**src/rtl/fos_out_decim.sv**
```systemverilog
// fos_out_decim
//   Output stage behind the first-order IIR section.
//   - Takes one signed filter sample per enabled clock.
//   - Averages each block of 2^LOG2_N samples (boxcar) into one decimated sample.
//   - Queues the decimated samples in a small show-ahead FIFO.
//   - Hands them to the consumer over a valid/ready handshake.
//
// Ports
//   clk       clock
//   reset     synchronous, active-high reset
//   y_in      signed filter output sample
//   in_en     y_in is valid this cycle
//   m_data    decimated sample at the FIFO head; 0 while m_valid is low
//   m_valid   FIFO holds at least one result
//   m_ready   consumer takes m_data on this edge
//   level     FIFO occupancy, 0..2^FIFO_AW
//   overflow  sticky: a result was dropped because the FIFO was full
//
// Build option
//   FOS_DECIM_ROUND_EN
//     Defined: results round half toward +inf and saturate at the positive
//     DATA_W limit.
//     Undefined: results truncate toward -inf.

module fos_out_decim #(
    parameter int DATA_W  = 32,
    parameter int LOG2_N  = 2,
    parameter int FIFO_AW = 2
) (
    input  logic              clk,
    input  logic              reset,
    input  logic [DATA_W-1:0] y_in,
    input  logic              in_en,
    output logic [DATA_W-1:0] m_data,
    output logic              m_valid,
    input  logic              m_ready,
    output logic [FIFO_AW:0]  level,
    output logic              overflow
);

    localparam int ACC_W = DATA_W + LOG2_N;
    localparam int PH_W  = (LOG2_N > 0) ? LOG2_N : 1;
    localparam int DEPTH = 1 << FIFO_AW;
    localparam logic [PH_W-1:0]  PH_LAST  = PH_W'((1 << LOG2_N) - 1);
    localparam logic [FIFO_AW:0] LVL_FULL = (FIFO_AW + 1)'(DEPTH);

    logic signed [ACC_W-1:0] r_acc;
    logic [PH_W-1:0]         r_phase;
    logic [DATA_W-1:0]       r_mem [DEPTH];
    logic [FIFO_AW-1:0]      r_wr_ptr;
    logic [FIFO_AW-1:0]      r_rd_ptr;
    logic [FIFO_AW:0]        r_level;
    logic                    r_overflow;

    logic signed [ACC_W-1:0] w_y_ext;
    logic signed [ACC_W-1:0] w_sum;
    logic [DATA_W-1:0]       w_result;
    logic                    w_last;
    logic                    w_frame_done;
    logic                    w_full;
    logic                    w_pop;
    logic                    w_push;

    // The accumulator carries LOG2_N guard bits, so the full-frame sum never wraps.
    assign w_y_ext = ACC_W'($signed(y_in));
    assign w_sum   = r_acc + w_y_ext;

`ifdef FOS_DECIM_ROUND_EN
    // One extra bit absorbs the rounding addend.
    // Only the positive limit can be exceeded after the shift.
    localparam logic signed [ACC_W:0] RND_ADD  = (ACC_W + 1)'((1 << LOG2_N) >> 1);
    localparam logic signed [ACC_W:0] DATA_MAX = (ACC_W + 1)'({1'b0, {(DATA_W - 1){1'b1}}});

    logic signed [ACC_W:0] w_sum_r;
    logic signed [ACC_W:0] w_shr_r;

    assign w_sum_r  = (ACC_W + 1)'(w_sum) + RND_ADD;
    assign w_shr_r  = w_sum_r >>> LOG2_N;
    assign w_result = (w_shr_r > DATA_MAX) ? DATA_W'(DATA_MAX) : DATA_W'(w_shr_r);
`else
    assign w_result = DATA_W'(w_sum >>> LOG2_N);
`endif

    assign w_last       = (r_phase == PH_LAST);
    assign w_frame_done = in_en & w_last;
    assign w_full       = (r_level == LVL_FULL);
    assign w_pop        = m_valid & m_ready;
    // A pop on the same edge frees the slot, so a full FIFO can still accept.
    assign w_push       = w_frame_done & (~w_full | w_pop);

    always_ff @(posedge clk) begin
        if (reset) begin
            r_acc   <= '0;
            r_phase <= '0;
        end else if (in_en) begin
            if (w_last) begin
                r_acc   <= '0;
                r_phase <= '0;
            end else begin
                r_acc   <= w_sum;
                r_phase <= r_phase + PH_W'(1);
            end
        end
    end

    always_ff @(posedge clk) begin
        if (reset) begin
            r_wr_ptr   <= '0;
            r_rd_ptr   <= '0;
            r_level    <= '0;
            r_overflow <= 1'b0;
        end else begin
            if (w_push) begin
                r_wr_ptr <= r_wr_ptr + FIFO_AW'(1);
            end
            if (w_pop) begin
                r_rd_ptr <= r_rd_ptr + FIFO_AW'(1);
            end
            case ({w_push, w_pop})
                2'b10:   r_level <= r_level + (FIFO_AW + 1)'(1);
                2'b01:   r_level <= r_level - (FIFO_AW + 1)'(1);
                default: r_level <= r_level;
            endcase
            if (w_frame_done && !w_push) begin
                r_overflow <= 1'b1;
            end
        end
    end

    // Storage is not reset.
    // Stale entries are unreachable because the pointers and level reset.
    always_ff @(posedge clk) begin
        if (w_push) begin
            r_mem[r_wr_ptr] <= w_result;
        end
    end

    assign m_valid  = (r_level != '0);
    assign m_data   = m_valid ? r_mem[r_rd_ptr] : '0;
    assign level    = r_level;
    assign overflow = r_overflow;

endmodule

```
**config.mk**
```make
export PLATFORM = sky130hd
export DESIGN_NAME = fos_out_decim
export DESIGN_NICKNAME = d
export VERILOG_FILES = /design/src/rtl/fos_out_decim.sv
export SDC_FILE = /design/constraint.sdc
export NUM_CORES = 1
export LEC_CHECK = 0
export CAP_MARGIN = 20
export CORE_MARGIN = 5
export CORE_UTILIZATION = 45
export CTS_CLUSTER_DIAMETER = 100
export DETAILED_ROUTE_END_ITERATION = 16
export DONT_BUFFER_PORTS = 1
export GPL_TIMING_DRIVEN = 0
export PLACE_DENSITY = 0.67
export SLEW_MARGIN = 20
export SYNTH_ARGS = -nofsm -noshare
export SYNTH_HDL_FRONTEND = slang
export SYNTH_SLANG_ARGS = --single-unit
```
**constraint.sdc**
```tcl
create_clock -name clk -period 3.5 [get_ports clk]
set_input_delay 0.175 -clock clk [delete_from_list [all_inputs] [get_ports clk]]
set_output_delay 0.175 -clock clk [all_outputs]
set_load 0.03 [all_outputs]
```
Yosys cells after proc, flatten, opt, wreduce, memory -nomap -nowiden
Memory sizes are Yosys's and may differ from the RTL's. A register that Yosys moved wholly into a read port is not among the register bits.
Index checks and enable logic that the tools add are counted.
{ "totals": {"regBits": 44, "ramBits": 128, "inputBits": 36, "output_inout_bits": 37, "elab_cells": 34, "n_memories": 1} }
{ "memory_table": {"columns": ["name", "depth", "width", "rd", "rd_clocked_by_memory_dff", "write_ports", "line", "source"], "rows": [
  ["r_mem", 4, 32, 1, 1, 1, "49", "logic [DATA_W-1:0] r_mem [DEPTH];"]
]} }
{ "op_classes": {"addsub": 6, "eq_ne": 4, "n_mux": 8, "bitwise": 5, "reduce_logical": 4} }
{ "op_table": {"columns": ["operator", "count"], "rows": [
  ["$add 34x32->34", 1],
  ["$mux 34", 1],
  ["$mux 32", 1],
  ["$add 2x1->2 const B", 3],
  ["$mux 2", 3],
  ["$pmux 3 s2", 1],
  ["$eq 2x2->1 const B", 2],
  ["$add 3x1->3 const B", 1],
  ["$and 1x1->1", 3],
  ["$eq 3x3->1 const B", 1],
  ["$reduce_bool 3->1", 1],
  ["$sub 3x1->3 const B", 1],
  ["$eq 2x1->1 const B", 1],
  ["$mux 1", 2],
  ["$reduce_bool 2->1", 1],
  ["$logic_and 1x1->1", 1],
  ["$logic_not 1->1", 1],
  ["$not 1->1", 1],
  ["$or 1x1->1", 1]
]} }

Logic depth before layout (Yosys ltp)
{ "depth": {"ltp_word": 6, "depth_mapped": 11, "ltp_nobuf": 11} }

Least setup slack after synthesis
No wires, ideal clock.
{ "synth_timing": {"path_kind": "register to register", "from": "register r_acc[0]", "to": "memory r_mem[0][28], data pin", "setup_ps": 263, "t_arrival_ps": 2521, "t_required_ps": 3237, "path_slack_ps": 716, "stages_incl_launch_ff": 12, "n_path_buf": 0, "period_less_slack_ps": 2784, "path_cell_list": "dfxtp_1 > ha_1 > inv_1 > fa_1 > nand2b_1 > a21oi_2 > o311ai_4 > a211oi_2 > or4_4 > and3_1 > or3_1 > and2_1"} }
{ "synth_between": {"elab_chain_len": 1} }
{ "synth_rtl": {"columns": ["item", "line", "source"], "rows": [
  ["from (decl)", "47", "logic signed [ACC_W-1:0] r_acc;"],
  ["from (signal assigned)", "100", "r_acc <= w_sum;"],
  ["$add 34x32->34", "66", "assign w_sum = r_acc + w_y_ext;"],
  ["net w_sum[30]", "56", "logic signed [ACC_W-1:0] w_sum;"],
  ["to (decl)", "49", null]
]} }
The timed path passes the listed nets, and every way through them passes these cells.

Final worst setup path
{ "layout_timing": {"from": "register r_acc[0]", "to": "memory r_mem[1][30], data pin"} }
Same word-level chain as after synthesis.

==> results.md <==
- Outcome: finished, final reports clean
- Io pins: 73
- GPL Wtd Cong: 0.870
- DRT Pass-1 Iters: 4
- Logic pwr share: 0.182
- Crit path capture type: flop
- Die X: 146 um
- Critical-path maximum fanout: 5
- P_int: 4010 uW
- Worst endpoint required time: 3640 ps
- CTS tree: done
- Gr ovfl total: 0
- DIE AREA: about 0.021 mm^2
- Tightest Hold Check Type: in -> reg
- Largest net degree at the start of global routing: 19
- Final core occ: 0.511
- CTS Sinks: 174
- Mapped Cells: 637
- Total detailed-routing wirelength: 18.4 mm
- Max Cap Viol: 0
- Port-buffer cells: 0
- Layout Cells excl Fill: 910
- Hold Vio Cnt, Final: 0
- Row count: 50
- Highest-count cells in the layout ignoring fill and taps: edfxtp_1 (128), nor2_1 (50), a21oi_1 (48)
- Skew final: 11.9 ps
- Synth async-reset ratio: 0
- Crit start category: flop
- Slew Viols, Final: 0
- Mapped Area: 0.00838 mm^2
- Psw: 1510 uW
- Worst-skew pair later-pin latency: 430 ps
- Area grow syn2layout: 12.8%
- Clock share of power: 0.369
- Core area: around 0.019 mm^2
- Vias/cell: 5.78
- Final net count: between 700 and 800
- Fmax: roughly 0.3 GHz
- H-tree depth: 4
- Clk buf depth: 2
- First-pass GRT wire length: 29.4 mm
- Setup TNS: 0 ps
- Yosys reg bits: 174
- Postcts setup bufs: 0
- Crit path time final: 3250 ps
- Root Buffer: clkbuf_16
- DP Cell Count: approximately 880
- Hold Path Stages: 3
- Leakage: ~0.0033 uW
- Initial DRC count: 380
- Least-Margin Pin Slew: 899 ps
- ANT nets after route: 0
- Period utilisation layout: 0.929
- Initial antenna violation count: 0
- Syn nets: 713
- Worst r2r path cells: 10
- Remaining DRCs: 0
- GRT Overall Usage: 0.177
- Layout cell share with drive strength beyond 1: 0.123
- VDD IR max: 0.000358 V
- Ant. Diodes: 0
- Synth Flop Type: edfxtp_1
- DR vias: 5,263
- Final setup fails: 0
- Flop pwr share: 0.450
- Initial cell density of the core: 0.453
- Total power after layout: 5520 uW
- Critical path class: reg -> reg
- Post-synthesis sequential area ratio: 0.568
- Wire per inst: 20.3 um
- Syn Area/Cell: 13.2 um^2
- Inserted Clock Buffers: 17
- Post-DP HPWL: 13.2 mm
- Pwr dens: 584 mW/mm^2
- Relative slew margins: 0.401
- Sw frac: 0.274
- Die H: 146 um
- Vias in the first global route: 5,359
- RSZ-0062 raised after global routing: false
- Post-synthesis cell type count: 56
- Leading cell type in the layout, fill and taps excluded: edfxtp_1
- Clock transition at the registers of the reported paths: 70 ps
- Yosys warning total: 0
- Number of synthesized flops with an enable pin: 128
- WP data arrival: ~3400 ps
-- repair_timing --
item | 4_1_cts | 5_1_grt
gates resized for setup | 1 | 0
setup endpoints to repair | 5 | 0
endpoints found under the hold margin | 7 | 0
hold buffers | 3 | 0
-- cell families (layout without fill, tap and decap cells) --
logic type / after synthesis / count (layout) / synth area share
AND/OR/NAND/NOR: 163 / 163 / 0.100
AO/OA/AOI/OAI: 144 / 144 / 0.118
buffers and inverters: 43 / 82 / 0.0224
multiplexers: 38 / 38 / 0.0931
XOR/XNOR: 35 / 35 / 0.0366
adder cells (fa/ha/maj): 40 / 40 / 0.0615
flip-flops: 174 / 174 / 0.568
-- per-stage QoR --
step                      area (um^2)  setup WS (ps)  hold slack [ps]
after floorplan                  8380            716              244
after global placement           8680            100              247
after detailed placement         8790          -62.1              247
after CTS                        9460            235             3.07
after global routing             9460           6.96             28.9
final                            9460            249             14.8
-- Yosys cell counts (3+ instances only) --
library cell,instances,area (um^2)
mux2i_1,6,60.1
nor3_1,7,35.0
xnor2_1,23,201
o21bai_1,7,52.6
edfxtp_1,128,3840
o2111ai_1,3,26.3
clkbuf_1,24,90.1
o211ai_1,3,22.5
inv_1,14,52.6
o21ai_0,18,90.1
nand3_1,5,25.0
nand2b_1,3,18.8
a21o_1,14,105
a21o_2,3,26.3
mux4_2,32,721
nand4_1,13,81.3
ha_1,38,475
a22o_1,21,184
nand2_1,22,82.6
or3_1,4,25.0
xor2_1,12,105
and2_1,37,231
dfxtp_1,46,921
a31oi_1,3,18.8
a21oi_1,48,240
nor2b_1,14,87.6
nor2_1,50,188
-- routing by layer --
layer  wire, um  track usage  share of wire
met1       8020        0.228           0.43
met3       1110       0.0537          0.060
met2       9100        0.294           0.49
met4        207       0.0452          0.011
met5          0            0              0
-- worst paths after layout --
| path | start | to | slack, ps |
|---|---|---|---|
| setup / recovery | r_acc[0] | r_mem[1][30] | 250 |
| hold / removal | y_in[0] | r_acc[0] | 10 |
| setup reg to reg | r_acc[0] | r_mem[1][30] | 250 |
| hold reg to reg | r_acc[30] | r_acc[30] | 470 |
-- flip-flops by register name, indices dropped and copies added, names as in the netlist, named ones only --
| register | flops |
|---|---|
| level | 3 |
| r_acc | 34 |
| r_wr_ptr | 2 |
| r_mem | 128 |
| r_rd_ptr | 2 |
| overflow | 1 |
| r_phase | 2 |
-- power by group through the flow --
stage	combinational [uW]	clock, uW	sequential, uW
2_1_floorplan	767	0	2510
3_3_place_gp	945	0	2520
3_5_place_dp	985	0	2530
4_1_cts	1000	2070	2480
6_report	1000	2030	2480
5_1_grt	1120	2150	2490
-- worst max-delay path: stages (launching register included) --
cell and delay, ps:
dfxtp_1 330, ha_1 160, inv_1 50, fa_1 400, nand2b_1 190, a21oi_2 220, o311ai_4 160, a22oi_1 430
o2111ai_1 230, o211a_1 170, o311ai_1 600
-- area by class of cell --
| type | instances | area, um^2 |
|---|---|---|
| clock buffers | 18 | 429 |
| flip-flops and latches | 174 | 4760 |
| inverters | 14 | 52.6 |
| well taps | 234 | 293 |
| plain buffers | 29 | 135 |
| fillers | 1559 | 9060 |
| multi-input cells | 420 | 3440 |
| clock inverters | 14 | 205 |
| repair buffers | 7 | 140 |
Power figures use the tool's default switching activity.
